`src/rtl/stream_pkg.sv`:
```
// Shared flag bit positions and bus widths for the valid/busy/abort stream
// handshake used by stream_fifo and its neighbours.
package stream_pkg;

  localparam int MF_W     = 4;
  localparam int SF_W     = 2;

  localparam int MF_AGAIN = 3;
  localparam int MF_FIRST = 2;
  localparam int MF_LAST  = 1;
  localparam int MF_VLD   = 0;

  localparam int SF_ABT   = 1;
  localparam int SF_BSY   = 0;

endpackage

```
`src/rtl/stream_fifo_mem.sv`:
```
// Entry storage for stream_fifo: one synchronous write port and one
// asynchronous read port, contents deliberately left unreset.
module stream_fifo_mem #(
  parameter int DW    = 34,
  parameter int DEPTH = 4,
  parameter int AW    = 2
) (
  input  logic          clk,
  input  logic          i_we,
  input  logic [AW-1:0] i_waddr,
  input  logic [DW-1:0] i_wdata,
  input  logic [AW-1:0] i_raddr,
  output logic [DW-1:0] o_rdata
);

  logic [DW-1:0] r_mem [DEPTH];

  always_ff @(posedge clk) begin
    if (i_we) begin
      r_mem[i_waddr] <= i_wdata;
    end
  end

  assign o_rdata = r_mem[i_raddr];

endmodule

```
`src/rtl/stream_fifo.sv`:
```
// Small stream FIFO with valid/busy/abort handshake on both sides; pointer,
// occupancy and handshake control live here, storage in stream_fifo_mem.
module stream_fifo
  import stream_pkg::*;
#(
  parameter int W     = 32,
  parameter int DEPTH = 4,
  parameter int AW    = 2
) (
  input  logic            clk,
  input  logic            rst,
  input  logic [W-1:0]    uc_d0,
  input  logic [MF_W-1:0] uc_mflags,
  output logic [SF_W-1:0] cu_sflags,
  output logic [W-1:0]    cd_d0,
  output logic [MF_W-1:0] cd_mflags,
  input  logic [SF_W-1:0] dc_sflags,
  output logic [AW:0]     occ
);

  localparam int DW = W + 2;
  localparam logic [AW:0]   FULL_CNT = (AW+1)'(DEPTH);
  localparam logic [AW:0]   OCC_ONE  = (AW+1)'(1);
  localparam logic [AW-1:0] PTR_ONE  = AW'(1);

  logic [AW-1:0] r_wptr;
  logic [AW-1:0] r_rptr;
  logic [AW:0]   r_occ;

  logic          w_full;
  logic          w_empty;
  logic          w_abt;
  logic          w_push;
  logic          w_pop;
  logic [DW-1:0] w_wdata;
  logic [DW-1:0] w_rdata;

  assign w_full  = (r_occ == FULL_CNT);
  assign w_empty = (r_occ == '0);
  assign w_abt   = dc_sflags[SF_ABT];

  // Busy comes from registered occupancy only, so a full FIFO refuses a push
  // even when the downstream pops in the same cycle.
  assign w_push = uc_mflags[MF_VLD] & ~uc_mflags[MF_AGAIN] & ~w_full & ~w_abt;
  assign w_pop  = ~w_empty & ~dc_sflags[SF_BSY] & ~w_abt;

  assign w_wdata = {uc_mflags[MF_FIRST], uc_mflags[MF_LAST], uc_d0};

  stream_fifo_mem #(
    .DW    (DW),
    .DEPTH (DEPTH),
    .AW    (AW)
  ) u_mem (
    .clk     (clk),
    .i_we    (w_push),
    .i_waddr (r_wptr),
    .i_wdata (w_wdata),
    .i_raddr (r_rptr),
    .o_rdata (w_rdata)
  );

  always_ff @(posedge clk) begin
    if (rst || w_abt) begin
      r_wptr <= '0;
      r_rptr <= '0;
      r_occ  <= '0;
    end else begin
      if (w_push) begin
        r_wptr <= r_wptr + PTR_ONE;
      end
      if (w_pop) begin
        r_rptr <= r_rptr + PTR_ONE;
      end
      case ({w_push, w_pop})
        2'b10:   r_occ <= r_occ + OCC_ONE;
        2'b01:   r_occ <= r_occ - OCC_ONE;
        default: r_occ <= r_occ;
      endcase
    end
  end

  // Unreset storage may hold stale data, so the head is masked while empty.
  assign cd_d0     = w_empty ? '0 : w_rdata[W-1:0];
  assign cd_mflags = {1'b0,
                      w_rdata[W+1] & ~w_empty,
                      w_rdata[W]   & ~w_empty,
                      ~w_empty};
  assign cu_sflags = {w_abt, w_full};
  assign occ       = r_occ;

endmodule

```
`config.mk`:
```
export PLATFORM = sky130hd
export DESIGN_NAME = stream_fifo
export DESIGN_NICKNAME = d
export VERILOG_FILES = /design/src/rtl/stream_pkg.sv /design/src/rtl/stream_fifo_mem.sv /design/src/rtl/stream_fifo.sv
export SDC_FILE = /design/constraint.sdc
export NUM_CORES = 1
export LEC_CHECK = 0
export CAP_MARGIN = 20
export CORE_MARGIN = 10
export CORE_UTILIZATION = 55
export CTS_BUF_LIST = sky130_fd_sc_hd__clkbuf_2
export CTS_CLUSTER_DIAMETER = 150
export DETAILED_ROUTE_END_ITERATION = 12
export PLACE_DENSITY = 0.8
export SKIP_LAST_GASP = 1
export SYNTH_ARGS = -nofsm -noshare
export SYNTH_HDL_FRONTEND = slang
export SYNTH_SLANG_ARGS = --single-unit
```
`constraint.sdc`:
```
create_clock -name clk -period 6.2 [get_ports clk]
set_input_delay 1.55 -clock clk [delete_from_list [all_inputs] [get_ports clk]]
set_output_delay 1.55 -clock clk [all_outputs]
set_load 0.02 [all_outputs]
```
Yosys cells after proc, flatten, opt, wreduce, memory -nomap -nowiden. Memories as Yosys holds them, arrays and structs flattened. A register that Yosys moved wholly into a read port is not among the register bits. Cells that the tools add are included.

Bits in registers: 7. Bits in writable memories: 136. Input bits: 40. Output and inout port bits: 41. Logic and storage cells: 32. Memories: 1.

$add $sub $neg: 4. Eq/ne operators: 3. Muxes and demuxes: 6. Bitwise gates (word level): 12. Reductions and logical operators: 3.

Memory list: u_mem.r_mem (depth 4, width 34, rd ports 1, clocked after memory_dff 1, write ports 1, line stream_fifo_mem.sv:16) `logic [DW-1:0] r_mem [DEPTH];`.

Operator list (number): $mux W32 (1); $and A1 B1 Y1 (7); $pmux W3 S2 (1); $not A1 Y1 (5); $add A2 B1 Y2 const B (2); $mux W2 (2); $add A3 B1 Y3 const B (1); $eq A3 B3 Y1 const B (1); $logic_not A3 Y1 (1); $sub A3 B1 Y3 const B (1); $eq A2 B1 Y1 const B (1); $eq A2 B2 Y1 const B (1); $mux W1 (2); $reduce_bool A2 Y1 (1); $logic_or A1 B1 Y1 (1).

Logic depth before layout (Yosys ltp). Gate-level depths: netlist of the first run.

Word-level depth: 6. Gate-level depth with buffers: 11.

Hierarchy. A second synthesis of the first run with hierarchy kept.

Cells, all modules: 267. Area, all modules: 5614.1 um^2.

Modules (own cells, without submodules): stream_fifo_mem (times used 1, cells an instance 182, area each 4986.0 um^2); stream_fifo (times used 1, cells an instance 85, area each 628.1 um^2).

Least setup slack after synthesis of the first run. OpenSTA, ideal clock, no wires.

Path kind: in2reg. From: input port uc_mflags[3]. To: memory u_mem.r_mem[0][0] (enable). Arrival time: 2867 ps. Path slack: 2939 ps. Stages on the path: 2. Buffers on the path: 0. Cell sequence: nor3b_1 -> and3_1.

Word-level cells in the longest chain between the ends: 6.

Ends and longest elaborated chain: from (decl) (line stream_fifo.sv:13) `input logic [MF_W-1:0] uc_mflags,`; $not A1 Y1 (line stream_fifo.sv:44) `assign w_push = uc_mflags[MF_VLD] & ~uc_mflags[MF_AGAIN] & ~w_full & ~w_abt;`; $and A1 B1 Y1 (3 in series) (line stream_fifo.sv:44); $mux W1 (line stream_fifo_mem.sv:19) `if (i_we) begin`; $mux W1 (not written as such) (line stream_fifo_mem.sv:20) `r_mem[i_waddr] <= i_wdata;`; to (decl) (line stream_fifo_mem.sv:16).

No other way between the ends.

==> results.py, run 1 <==
metrics = {
    "synthesis": {
        "ys_seq_area_share_pct": 74.6,
        "async_flop_share_pct": 0,
        "synth_area_leaders": "edfxtp_1 71%, mux4_2 12%, and2_1 3.7%",
        "yosysTopAreaCell": "edfxtp_1",
        "synth_edf_count": 136,
        "synth_compound_area_share_pct": 1.10,
        "synth_top_family_by_area": "multiplexers",
        "synth_fa_ha_area_share_pct": 1.45,
        "synth_area_um2": 5710,
        "ys.flop_type": "edfxtp_1",
        "synth_xor_xnor_area_share_pct": 0.307,
        "muxShareOfSynthArea_pct": 13.7,
        "postSynthAreaPerCell_um2": 20.6,
        "netlist_instances": 278,
        "synthDistinctLibCells": 31,
        "synth_fp_nets": 324,
        "yosys_warnings": 0,
        "yosys.area_share.simple_pct": 5.94,
        "synth_top_area_share_pct": 71.5,
        "ys_seq_elements": 145,
    },
    "setup_path": {
        "r2r_cells": 10,
        "worstPathRequired_ns": 4.65,
        "path_max_fanout": 19,
        "r2r_start": "occ[2]",
        "cp_data_arrival_time_ns": 3.24,
        "r2r-end": "occ[2]",
        "slowest_stage": "dfxtp_2",
        "cp-start-kind": "flop",
        "cpPeakStageDelay_ns": 0.81,
        "cp_cell_sequence": "buf_4, mux4_1, and2_1, clkdlybuf4s50_1",
        "path_class": "flop to primary output",
        "worst_setup_path_end_kind": "primary output",
        "reg2reg_slack_ns": 3.81,
    },
    "sta": {
        "slew_headroom_pct": 34.5,
        "period_share_pct": 77.3,
        "maxSlewViolCount": 0,
        "fin_tns_setup_ns": 0,
        "max_freq_ghz": 0.209,
        "setup_viol": 0,
        "tightest_slew_ns": 0.982,
        "hold_violations": 0,
        "holdWs_ns": 0.474,
        "rsz0062_at_grt": "false",
        "period_needed_ns": 4.79,
        "skew_ns": 0.0327,
        "fin_ws_ns": 1.41,
    },
    "floorplan": {
        "std_cell_rows": 37,
        "start_util_pct": 55.8,
        "die-area_um2": 14900,
        "core_um2": 10200,
        "fp.dieH_um": 122,
        "io_pins": 81,
        "fp.dieW_um": 122,
    },
    "hold_path": {
        "hold_depth": 2,
        "min_from": "r_rptr[1]",
        "hold_path_class": "flop to flop",
    },
    "clocking": {
        "cts_root_buf": "clkbuf_2",
        "path_clk_slew_ns": 0.18,
        "cts_tree": "done",
        "clock_sinks": 145,
        "clock_latency_ns": 0.66,
        "clock_tree.buffer_depth": 2,
        "ctsResizeCount": 0,
        "cts_htree_levels": 4,
        "cts_hold_buf": 0,
        "post-cts-setup-buffer-count": 0,
        "numCtsBuffers": 17,
    },
    "layout": {
        "fin_cells": 511,
        "layout_common_cells": "136 x edfxtp_1, 79 x clkdlybuf4s50_1, 34 x and2_1, 30 x mux4_2, 24 x clkbuf_2",
        "nFillCells": 706,
        "area_delta_synth_final_pct": 18.0,
        "nets": 407,
        "layout_commonest_cell": "edfxtp_1",
        "drive_above_1_share_pct": 19.3,
    },
    "power_and_ir_drop": {
        "vdd_drop_max_mv": 0.116,
        "p_leak_nw": 2.14,
        "p_per_area_nw_per_um2": 237,
    },
    "place": {
        "routabilityCongestion": 0.720,
        "dp_hpwl_mm": 6.23,
        "pre_cts_ws_ns": 1.91,
        "placed_cells": 478,
        "io_buffers": 79,
    },
    "global_routing": {
        "grt_pass1_wl_mm": 15.4,
        "grt-ovfl-total": 0,
        "first_global_vias": 2892,
        "track_usage_pct": 13.9,
        "antenna_found_initial": 1,
        "grt_max_degree": 36,
    },
    "detailed_routing": {
        "drtAntennaViolNets": 0,
        "wl_per_cell_um": 19.5,
        "drt_iter0_markers": 161,
        "route.detailed.drc": 0,
        "vias": 2731,
        "viasPerCell": 5.34,
        "drt_wl_total_mm": 9.99,
        "drt_first_pass_iters": 6,
    },
    "outcome": {
        "status": "completed",
    },
    "flow_run": {
        "drv_cap": 0,
    },
}
[cell families (layout without fill, tap and decap cells)]
family / count (synthesis) / in the layout
buffers and inverters: 24 / 120
and+or+nand+nor: 55 / 55
muxes: 34 / 34
DFF: 145 / 145
AOI/OAI and AO/OA: 11 / 11
adders and majority gates: 6 / 6
other: 1 / 2
xor gates and xnor gates: 2 / 2
[worst max path at each step]
| stage | cells after the start | to | slack, ns |
|---|---|---|---|
| global placement | 2 | cu_sflags[1] | 1.92 |
| CTS | 4 | cd_mflags[2] | 1.24 |
| global route | 4 | cd_mflags[2] | 1.08 |
| finish | 4 | cd_mflags[2] | 1.41 |
| floorplan | 2 | u_mem.r_mem[0][0] | 2.94 |
| detailed placement | 2 | cu_sflags[1] | 1.91 |
[worst max-delay path, delay by kind of cell, from the launching register on]
kind | cells | cell delay, ns
buffers and inverters | 2 | 0.96
AND/OR/NAND/NOR | 1 | 0.18
flip-flops | 1 | 0.81
multiplexers | 1 | 0.63
[report_power, final]
group	switching, mW	total, mW	internal, mW
registers	0.00267	1.08	1.08
clock network	0.295	0.447	0.152
logic	0.0335	0.0743	0.0408
total	0.331	1.60	1.27
[synthesized netlist by cell type, types with 2 or more instances]
cell,number
edfxtp_1,136
a21oi_1,6
mux4_2,30
and3_1,4
and2_1,34
clkbuf_1,5
buf_2,4
nor2_1,5
dfxtp_1,9
xor2_1,2
or3_1,3
buf_4,3
inv_1,7
mux4_1,4
ha_1,5
buf_12,3
o21ai_0,4
[metrics by stage]
step / power [mW] / util (%) / area (um^2)
floorplan: 1.13 / - / 5710
global placement: 1.17 / 64.1 / 6560
finish: 1.60 / 65.9 / 6740
CTS: 1.62 / 65.9 / 6740
detailed placement: 1.18 / 64.1 / 6560
global route: 1.66 / 65.9 / 6740
[final cells by class]
| type | instances | area, um^2 | area share, % |
|---|---|---|---|
| flip-flops and latches | 145 | 4270 | 63.3 |
| multi-input cells | 109 | 1290 | 19.1 |
| repair buffers | 80 | 798 | 11.8 |
| well taps | 136 | 170 | 2.52 |
| clock buffers | 24 | 120 | 1.78 |
| clock inverters | 8 | 65.1 | 0.965 |
| inverters | 8 | 30.0 | 0.445 |
| diodes | 1 | 2.50 | 0.0371 |
[routing by layer]
layer,track usage [%],share of wire (%),wire length (um)
met5,0,0,0
met1,15.9,41,4060
met2,23.0,52,5230
met3,5.60,5.9,588
met4,5.22,1.1,113
[state kept, by name (all words and copies together) (netlist names), named ones only]
name / flops
r_wptr: 2
u_mem.r_mem: 136
occ: 3
r_rptr: 2
Note: power is estimated with default switching activity, not from simulation.
==> inputs of run 2 (changes only) <==
CORE_UTILIZATION = 51   (was 55)
PLACE_DENSITY = 0.78   (was 0.8)
clock period = 4.2 ns   (was 6.2 ns; I/O delays follow)
==> run 2 against run 1 <==
- clock power grew 95%
- utilization is 2.2 points lower
- clock skew is 0.0078 ns lower
- die area is 6.5% higher
- largest power group unchanged
- highest routed layer unchanged
==> results.py, run 2 (synthesis gave the netlist of run 1 again) <==
metrics = {
    "setup_path": {
        "path_class": "flop to primary output",
        "cpPeakStageDelay_ns": 0.73,
        "cp-start-kind": "flop",
        "path_buf_inv": 2,
        "cp_cell_sequence": "nor3_2, inv_1, and2_1, clkdlybuf4s50_1",
        "r2r_start": "occ[2]",
        "worstPathRequired_ns": 3.15,
        "r2r_cells": 10,
        "worst_setup_path_end_kind": "primary output",
        "cp_data_arrival_time_ns": 2.85,
        "r2r-end": "occ[2]",
        "reg2reg_slack_ns": 1.81,
        "slowest_stage": "inv_1",
        "path_max_fanout": 35,
        "crit_family": "buffers and inverters",
    },
    "outcome": {
        "status": "completed",
    },
    "clocking": {
        "clock_tree.buffer_depth": 2,
        "cts_root_buf": "clkbuf_2",
        "numCtsBuffers": 17,
        "clock_latency_ns": 0.68,
        "cts_htree_levels": 4,
        "cts_hold_buf": 0,
        "path_clk_slew_ns": 0.19,
        "clock_sinks": 145,
        "cts_tree": "done",
    },
    "flow_run": {
        "drv_cap": 0,
    },
    "floorplan": {
        "fp.dieH_um": 126,
        "core_um2": 10900,
        "io_pins": 81,
        "std_cell_rows": 38,
        "die-area_um2": 15800,
        "fp.dieW_um": 126,
        "start_util_pct": 52.5,
    },
    "sta": {
        "period_needed_ns": 3.90,
        "rsz0062_at_grt": "false",
        "period_share_pct": 92.9,
        "fin_tns_setup_ns": 0,
        "setup_viol": 0,
        "slew_headroom_pct": 34.0,
        "max_freq_ghz": 0.256,
        "maxSlewViolCount": 0,
        "hold_violations": 0,
        "tightest_slew_ns": 0.989,
        "skew_ns": 0.0249,
    },
    "layout": {
        "largest_reg_flops": 136,
        "nets": 411,
        "nFillCells": 793,
        "drive_above_1_share_pct": 20.6,
        "layout_common_cells": "136 x edfxtp_1, 79 x clkdlybuf4s50_1, 34 x and2_1, 30 x mux4_2, 18 x clkbuf_2",
        "layout_commonest_cell": "edfxtp_1",
        "area_delta_synth_final_pct": 21.5,
        "fin_area_um2": 6940,
        "regMostFlops": "u_mem.r_mem",
    },
    "hold_path": {
        "hold_depth": 2,
        "min_from": "r_rptr[1]",
        "hold_path_class": "flop to flop",
    },
    "power_and_ir_drop": {
        "p_per_area_nw_per_um2": 371,
        "p_leak_nw": 2.21,
        "vdd_drop_max_mv": 0.224,
    },
    "detailed_routing": {
        "vias": 2779,
        "route.detailed.drc": 0,
        "drt_iter0_markers": 121,
        "drtAntennaViolNets": 0,
        "wl_per_cell_um": 20.4,
        "drt_wl_total_mm": 10.6,
        "drt_first_pass_iters": 4,
        "viasPerCell": 5.35,
    },
    "global_routing": {
        "grt_max_degree": 36,
        "track_usage_pct": 13.7,
        "antenna_found_initial": 1,
        "grt-ovfl-total": 0,
        "first_global_vias": 2917,
        "grt_pass1_wl_mm": 16.6,
    },
    "place": {
        "io_buffers": 79,
        "routabilityCongestion": 0.724,
        "dp_hpwl_mm": 6.65,
        "post_dp_cell_area_um2": 6650,
    },
}
## run 2: cell types whose count changed in the layout (fill, tap and decap cells not counted), moves of 2 or more
cell | before | now
clkbuf_2 | 24 | 18
buf_12 | 0 | 5
clkinv_4 | 0 | 4
bufinv_16 | 1 | 4
clkinv_1 | 2 | 0
clkinvlp_4 | 0 | 2
inv_4 | 2 | 0
## run 2: repair_timing
| action | 4_1_cts | 5_1_grt |
|---|---|---|
| gates resized for setup | 0 | 1 |
| buffers inserted | 0 | 0 |
| endpoints found under the setup margin | 0 | 2 |
## run 2: layout make-up
cell class                 instances  area (um^2)  area share [%]
inverter                           8         30.0           0.433
clock buffer                      18         90.1            1.30
antenna                            1         2.50          0.0361
multi-input combinational        109         1290            18.6
sequential                       145         4270            61.5
clock inverter                    14          190            2.74
timing repair buffer              84          891            12.8
tap                              140          175            2.52
## run 2: tightest hold or removal path, delay by kind of cell (launching register included)
kind            cells  cell delay [ns]
compound gates      2             0.14
flops               1             0.36
## run 2: worst max-delay path by stage
| stage | slack [ns] | cells after the start | from | to |
|---|---|---|---|---|
| finish | 0.30 | 4 | occ[0] | cd_d0[29] |
| global route | 0.008 | 4 | occ[0] | cd_d0[22] |
| global placement | 0.92 | 2 | dc_sflags[1] | cu_sflags[1] |
| CTS | 0.06 | 4 | flop | cd_d0[0] |
| detailed placement | 0.87 | 10 | dc_sflags[1] | occ[2] |
| floorplan | 1.44 | 2 | uc_mflags[3] | u_mem.r_mem[0][0] |
## run 2: layer usage
metal	track usage (%)	part of all wire [%]	up-vias
met2	24.2	54	69
met5	0	0	-
li1	-	-	1282
met4	5.43	1.3	0
met3	4.70	5.0	12
met1	14.9	40	1416
## run 2: metrics by stage
stage	util, %	power, mW	cells	worst slack, ns	hold slack, ns
after detailed placement	61.1	1.74	486	0.866	0.483
final	63.7	2.58	519	0.297	0.512
after global routing	63.7	2.68	519	0.00750	0.548
after floorplan	-	1.67	278	1.44	0.459
after global placement	61.1	1.74	486	0.924	0.475
after CTS	63.7	2.60	518	0.0598	0.515
## run 2: where the power goes
| part | leakage, nW | switching [mW] | internal [mW] |
|---|---|---|---|
| Combinational | 0.740 | 0.0511 | 0.0621 |
| Sequential | 1.30 | 0.00384 | 1.59 |
| Clock | 0.164 | 0.478 | 0.392 |
| Total | 2.21 | 0.533 | 2.04 |
